[config.mk]
export PLATFORM = sky130hd
export DESIGN_NAME = gol_generation_sequencer
export DESIGN_NICKNAME = d
export VERILOG_FILES = /design/src/rtl/gol_generation_sequencer_pkg.sv /design/src/rtl/gol_seed_lfsr.sv /design/src/rtl/gol_generation_sequencer.sv
export SDC_FILE = /design/constraint.sdc
export NUM_CORES = 1
export LEC_CHECK = 0
export BUFFER_PORTS_ARGS = -buffer_cell sky130_fd_sc_hd__buf_4
export CORE_MARGIN = 1
export CORE_UTILIZATION = 55
export CTS_CLUSTER_SIZE = 14
export DETAILED_ROUTE_END_ITERATION = 10
export GPL_TIMING_DRIVEN = 0
export HOLD_SLACK_MARGIN = 0.06
export PLACE_DENSITY = 0.92
export SLEW_MARGIN = 20
export SYNTH_ARGS = -nofsm -noshare
export SYNTH_HDL_FRONTEND = slang
export SYNTH_SLANG_ARGS = --single-unit
[constraint.sdc]
create_clock -name fpga_clk_50 -period 2.6 [get_ports fpga_clk_50]
set_input_delay 0.52 -clock fpga_clk_50 [delete_from_list [all_inputs] [get_ports fpga_clk_50]]
set_output_delay 0.52 -clock fpga_clk_50 [all_outputs]
set_load 0.01 [all_outputs]
[src/rtl/gol_generation_sequencer_pkg.sv]
// Shared definitions for the Game-of-Life generation sequencer.
// State encoding, LFSR polynomial, default seed and buffer bases.
package gol_generation_sequencer_pkg;

    typedef enum logic [2:0] {
        S_IDLE,
        S_ENG_RST,
        S_SEED,
        S_START,
        S_WAIT_DONE,
        S_RELEASE,
        S_FINISH,
        S_FAULT
    } seq_state_t;

    localparam logic [15:0] LFSR_DEFAULT_SEED = 16'hACE1;
    localparam int DEF_BUF_A_BASE = 0;
    localparam int DEF_BUF_B_BASE = 1024;

    // Fibonacci x^16+x^14+x^13+x^11+1, shifting toward bit 0.
    function automatic logic [15:0] lfsr_next(input logic [15:0] s);
        return {s[0] ^ s[2] ^ s[3] ^ s[5], s[15:1]};
    endfunction

endpackage

[src/rtl/gol_seed_lfsr.sv]
// 16-bit seeding LFSR with load/step; a zero seed is replaced by
// the default seed. Ports: clock, reset, load, step, seed, bit_out.
module gol_seed_lfsr
    import gol_generation_sequencer_pkg::*;
(
    input  logic        fpga_clk_50,
    input  logic        hps_fpga_reset_n,
    input  logic        load,
    input  logic        step,
    input  logic [15:0] seed,
    output logic        bit_out
);

    logic [15:0] lfsr_q;

    always_ff @(posedge fpga_clk_50 or negedge hps_fpga_reset_n) begin
        if (!hps_fpga_reset_n) begin
            lfsr_q <= LFSR_DEFAULT_SEED;
        end else if (load) begin
            lfsr_q <= (seed == 16'h0) ? LFSR_DEFAULT_SEED : seed;
        end else if (step) begin
            lfsr_q <= lfsr_next(lfsr_q);
        end
    end

    assign bit_out = lfsr_q[0];

endmodule

[src/rtl/gol_generation_sequencer.sv]
// Sequences N engine generations over ping-pong buffers, optional LFSR seed.
// Ports: cmd_* from HPS, status out, eng_* handshake, s2 mem_* mux.
module gol_generation_sequencer #(
    parameter int ADDR_W           = 12,
    parameter int DATA_W           = 8,
    parameter int BOARD_CELLS      = 1024,
    parameter int BUF_A_BASE       = 0,
    parameter int BUF_B_BASE       = 1024,
    parameter int GEN_W            = 16,
    parameter int ENG_RESET_CYCLES = 4,
    parameter int TIMEOUT_CYCLES   = 1048576
) (
    input  logic              fpga_clk_50,
    input  logic              hps_fpga_reset_n,
    input  logic              cmd_go,
    input  logic              cmd_seed,
    input  logic [GEN_W-1:0]  cmd_generations,
    input  logic [15:0]       cmd_seed_value,
    output logic              busy,
    output logic              done,
    output logic              timeout,
    output logic [GEN_W-1:0]  gen_count,
    output logic [ADDR_W-1:0] final_address,
    output logic              eng_reset,
    output logic              eng_start,
    output logic              eng_initialize,
    input  logic              eng_completed,
    output logic [ADDR_W-1:0] eng_starting_address,
    output logic [ADDR_W-1:0] eng_result_address,
    input  logic [ADDR_W-1:0] eng_mem_address,
    input  logic              eng_mem_write,
    input  logic [DATA_W-1:0] eng_mem_writedata,
    output logic [ADDR_W-1:0] mem_address,
    output logic              mem_write,
    output logic [DATA_W-1:0] mem_writedata
);
    import gol_generation_sequencer_pkg::*;

    localparam logic [ADDR_W-1:0] A_ADDR = ADDR_W'(BUF_A_BASE);
    localparam logic [ADDR_W-1:0] B_ADDR = ADDR_W'(BUF_B_BASE);
    localparam logic [31:0] RST_LAST  = 32'(ENG_RESET_CYCLES - 1);
    localparam logic [31:0] SEED_LAST = 32'(BOARD_CELLS - 1);
    localparam logic [31:0] TO_LIM    = 32'(TIMEOUT_CYCLES);

    seq_state_t        state, state_nxt;
    logic [31:0]       cnt;
    logic [GEN_W-1:0]  n_gen;
    logic              seed_en;
    logic [ADDR_W-1:0] src, dst;
    logic              lfsr_bit;
    logic              go_ok;
    logic              last_gen;

    assign go_ok    = (state == S_IDLE) && cmd_go;
    assign last_gen = (gen_count + GEN_W'(1)) == n_gen;

    gol_seed_lfsr u_lfsr (
        .fpga_clk_50      (fpga_clk_50),
        .hps_fpga_reset_n (hps_fpga_reset_n),
        .load             (go_ok),
        .step             (state == S_SEED),
        .seed             (cmd_seed_value),
        .bit_out          (lfsr_bit)
    );

    always_ff @(posedge fpga_clk_50 or negedge hps_fpga_reset_n) begin
        if (!hps_fpga_reset_n) begin
            state <= S_IDLE;
        end else begin
            state <= state_nxt;
        end
    end

    always_comb begin
        state_nxt = state;
        unique case (state)
            S_IDLE: begin
                if (cmd_go) state_nxt = S_ENG_RST;
            end
            S_ENG_RST: begin
                if (cnt == RST_LAST) begin
                    if (seed_en)              state_nxt = S_SEED;
                    else if (n_gen == '0)     state_nxt = S_FINISH;
                    else                      state_nxt = S_START;
                end
            end
            S_SEED: begin
                if (cnt == SEED_LAST)
                    state_nxt = (n_gen == '0) ? S_FINISH : S_START;
            end
            S_START: state_nxt = S_WAIT_DONE;
            S_WAIT_DONE: begin
                if (eng_completed)      state_nxt = S_RELEASE;
                else if (cnt >= TO_LIM) state_nxt = S_FAULT;
            end
            S_RELEASE: begin
                if (!eng_completed)
                    state_nxt = last_gen ? S_FINISH : S_START;
                else if (cnt >= TO_LIM)
                    state_nxt = S_FAULT;
            end
            S_FINISH: state_nxt = S_IDLE;
            S_FAULT:  state_nxt = S_IDLE;
            default:  state_nxt = S_IDLE;
        endcase
    end

    // cnt measures time spent in the current state; any transition clears it.
    always_ff @(posedge fpga_clk_50 or negedge hps_fpga_reset_n) begin
        if (!hps_fpga_reset_n) begin
            cnt           <= '0;
            n_gen         <= '0;
            seed_en       <= 1'b0;
            src           <= A_ADDR;
            dst           <= B_ADDR;
            busy          <= 1'b0;
            done          <= 1'b0;
            timeout       <= 1'b0;
            gen_count     <= '0;
            final_address <= A_ADDR;
        end else begin
            cnt <= (state_nxt != state) ? '0 : cnt + 32'd1;
            if (go_ok) begin
                n_gen     <= cmd_generations;
                seed_en   <= cmd_seed;
                src       <= A_ADDR;
                dst       <= B_ADDR;
                busy      <= 1'b1;
                done      <= 1'b0;
                timeout   <= 1'b0;
                gen_count <= '0;
            end
            if (state == S_RELEASE && !eng_completed) begin
                gen_count <= gen_count + GEN_W'(1);
                src       <= dst;
                dst       <= src;
            end
            // After the final swap, src holds the last result buffer.
            if (state == S_FINISH) begin
                final_address <= src;
                busy          <= 1'b0;
                done          <= 1'b1;
            end
            if (state == S_FAULT) begin
                timeout <= 1'b1;
                busy    <= 1'b0;
                done    <= 1'b0;
            end
        end
    end

    always_comb begin
        eng_reset            = 1'b0;
        eng_start            = 1'b0;
        eng_initialize       = 1'b0;
        eng_starting_address = src;
        eng_result_address   = dst;
        mem_address          = eng_mem_address;
        mem_write            = 1'b0;
        mem_writedata        = eng_mem_writedata;
        unique case (state)
            S_SEED: begin
                mem_address   = A_ADDR + cnt[ADDR_W-1:0];
                mem_write     = 1'b1;
                mem_writedata = {{(DATA_W-1){1'b0}}, lfsr_bit};
            end
            S_START, S_WAIT_DONE: begin
                eng_start      = 1'b1;
                eng_initialize = (gen_count == '0);
                mem_write      = eng_mem_write;
            end
            S_RELEASE: begin
                mem_write = eng_mem_write;
            end
            S_IDLE, S_ENG_RST, S_FINISH, S_FAULT: begin
                eng_reset = 1'b1;
            end
            default: eng_reset = 1'b1;
        endcase
    end

endmodule
==> qor.csv <==
metric;value;unit
pin_count;137;
grt-ovfl-total;0;
antenna_found_initial;0;
power.internal;4.68;mW
required;2080;ps
core;11400;sq um
clock-skew-final;9.92;ps
power.density;873;nW/um^2
p_leak;4.13;nW
pwr-share-seq;0.360;
num_vias;6137;
drtIter0Drc;708;
dieWidth;110;um
holdWs;272;ps
synth_top_area_frac;0.445;
slowest_delay;440;ps
hold_end;n_gen[0]$_DFFE_PN0P_;
cap_violations;0;
peakVddDrop;540;uV
pwr-share-comb;0.299;
cts_max_path_buffers;2;
rsz0062_at_grt;false;
viasPerCell;6.02;
slew_viol_final;0;
wl_met2;9.29;mm
syn_inst;703;
die_area;12100;sq um
hold_start;cmd_generations[0];
seq_area_frac_synth;0.482;
period_share;0.979;
area.growth.synth_to_final;30.4;%
synth_area_per_cell;9.13;sq um
fin_cells;1020;
numPortBuffers;136;
grt_first_pass_wirelength;29.0;mm
rows;39;
whs_path_depth;3;
drcViolationCount;0;
slowest_stage;dfrtp_2;
routedWlPerCell;18.4;um
floorplan.initialDensity;0.564;
cts_tree;yes;
clk_pin_slew;70;ps
clock_latency;440;ps
numCtsBuffers;17;
synth_common_cells;nand2_1, dfrtp_1, nor2_1;
synth_edf_count;0;
cts-root-buf;clkbuf_16;
synth.distinct_cells;60;
ys_seq_elements;123;
grt_pass1_vias;5790;
place_inst;983;
crit_path_frequent_cell;buf_4;
critical_path.cell_chain;buf_4, or2_2, nor2_4, buf_4, nand2_1, nand2_1, buf_4;
die_h;110;um
synth.area.top_cells;dfrtp_1, nand2_1, nor2_1;
n_antenna_cell;0;
path_buf_inv;3;
wl_met1;7.43;mm
syn-num-nets;765;
drtPass1Iterations;5;
setup.worst_path.class;flip-flop to output pin;
status;finished clean;
yosys_warnings;0;
worst_r2r_path_depth;7;
hold_violations;0;
max_clock_freq;393;MHz
place_congestion;0.896;
worstReg2RegEnd;state[0]$_DFF_PN0_;
drt_wl_total;18.8;mm
worstPathArrival;2020;ps
wl_met3;1.44;mm
tightest_slew;620;ps
synth_area;6410;sq um
drive_gt1_frac;0.277;
synth-main-ff-cell;dfrtp_1;
grt_max_degree;78;
reg2reg_slack;130;ps
ant_nets;0;
worstSetupStartpointType;flip-flop;
synth.most_common_cell;nand2_1;
clockPowerShare;0.341;
path_delay_family;simple AND/OR/NAND/NOR gates;
post-route-min-period;2540;ps
cp_max_fo;10;
endpoint_kind;output pin;
cts.sinks;123;
fin_nets;926;
r2r_start;gen_count[1]$_DFFE_PN0P_;
grt_use_total;0.320;
maxSlewHeadroom;0.587;
async_reset_ff_frac;1.00;
fill_cells;718;
finish.utilization;0.736;
min_path_type;input port to flip-flop;
netSwitchingPower;2.63;mW
swShare;0.359;
total_power;7.31;mW
finalSetupViolCount;0;
top_layer;met4;
yosysTopAreaCell;dfrtp_1;
dp_hpwl;12.2;mm
path_depth;7;
htreeDepth;4;
[cell families (layout without fill, tap and decap cells)]
kind of cell / Yosys count / count (layout) / synth area share
AOI/OAI and AO/OA: 114 / 114 / 0.122
xor gates and xnor gates: 53 / 53 / 0.0724
adders and majority gates: 5 / 5 / 0.00956
buffers and inverters: 56 / 230 / 0.0382
DFF: 123 / 123 / 0.482
muxes: 14 / 14 / 0.0244
and+or+nand+nor: 338 / 338 / 0.252
[per-layer routing]
| layer | up-vias | global-route usage |
|---|---|---|
| li1 | 2777 | - |
| met1 | 2962 | 0.405 |
| met2 | 331 | 0.526 |
| met3 | 67 | 0.0705 |
| met4 | 0 | 0.142 |
| met5 | - | 0 |
[power by group through the flow]
stage | Combinational [mW] | Sequential (mW) | Clock (mW)
after CTS | 2.12 | 2.60 | 2.49
after detailed placement | 2.04 | 2.60 | 0
after global placement | 1.94 | 2.60 | 0
after floorplan | 1.39 | 2.53 | 0
after global routing | 2.38 | 2.66 | 2.57
final | 2.19 | 2.63 | 2.49
[sequential cells by signal (all words and copies together) (netlist names), 3 cells and up]
signal / cells
cnt: 32
eng_result_address: 12
eng_starting_address: 12
final_address: 12
gen_count: 16
n_gen: 16
state: 3
u_lfsr.lfsr_q: 16
[layout by cell type (no fill, tap or decap), types with 9 or more instances in the layout]
cell       synthesis  layout
a31oi_1           19      19
mux2_2            13      13
a22o_1            25      25
inv_1             10      10
xor2_1            27      27
nand3_1           19      19
o21ai_0           30      30
dfrtp_1          114     112
buf_2             12      11
nand4_1           20      20
and2_1            11      11
xnor2_1           26      26
nand2_1          141     140
clkbuf_16          0      17
a21oi_1           12      12
and3_1            16      16
clkbuf_1          25      21
nor4_1            21      18
buf_4              5     147
dfstp_2            9       9
nor2_1            76      74
[worst reg2reg max path, cell delays in order (launching register included)]
cell,delay [ps]
dfrtp_1,490
ha_2,310
nand2_1,190
nor3_4,360
nand4_1,150
a2111oi_2,440
nand4_1,210
a21o_1,220
[how the worst max path moves through the flow]
stage,start,end,slack [ps]
2_1_floorplan,state[2]$_DFF_PN0_,mem_address[10],420
3_3_place_gp,state[2]$_DFF_PN0_,mem_writedata[0],-130
3_5_place_dp,state[2]$_DFF_PN0_,mem_writedata[0],-170
4_1_cts,gen_count[0]$_DFFE_PN0P_,state[0]$_DFF_PN0_,3
5_1_grt,state[2]$_DFF_PN0_,mem_address[11],6
6_report,state[2]$_DFF_PN0_,mem_address[11],60
[repair_timing]
item,4_1_cts,5_1_grt
buffers inserted,2,3
resized for setup,8,16
setup endpoints to repair,13,53
hold endpoints to repair,46,0
pin swaps,1,3
hold buffers,1,0
[cell type report]
type,count,area (sq um),share of cell area
sequential,123,3090,0.370
multi-input combinational,524,3130,0.374
inverter,11,41.3,0.00493
clock buffer,18,429,0.0513
buffer,44,216,0.0259
clock inverter,14,184,0.0220
timing repair buffer,143,1100,0.131
tap,143,179,0.0214
[through the flow]
stage | worst slack (ps) | instance area [sq um] | setup TNS, ps
after detailed placement | -166 | 7650 | -1380
after floorplan | 419 | 6410 | 0
after global placement | -125 | 7610 | -923
after CTS | 3.16 | 8300 | 0
final | 55.3 | 8370 | 0
after global routing | 6.17 | 8370 | 0
Note: power is estimated with default switching activity, not from simulation.
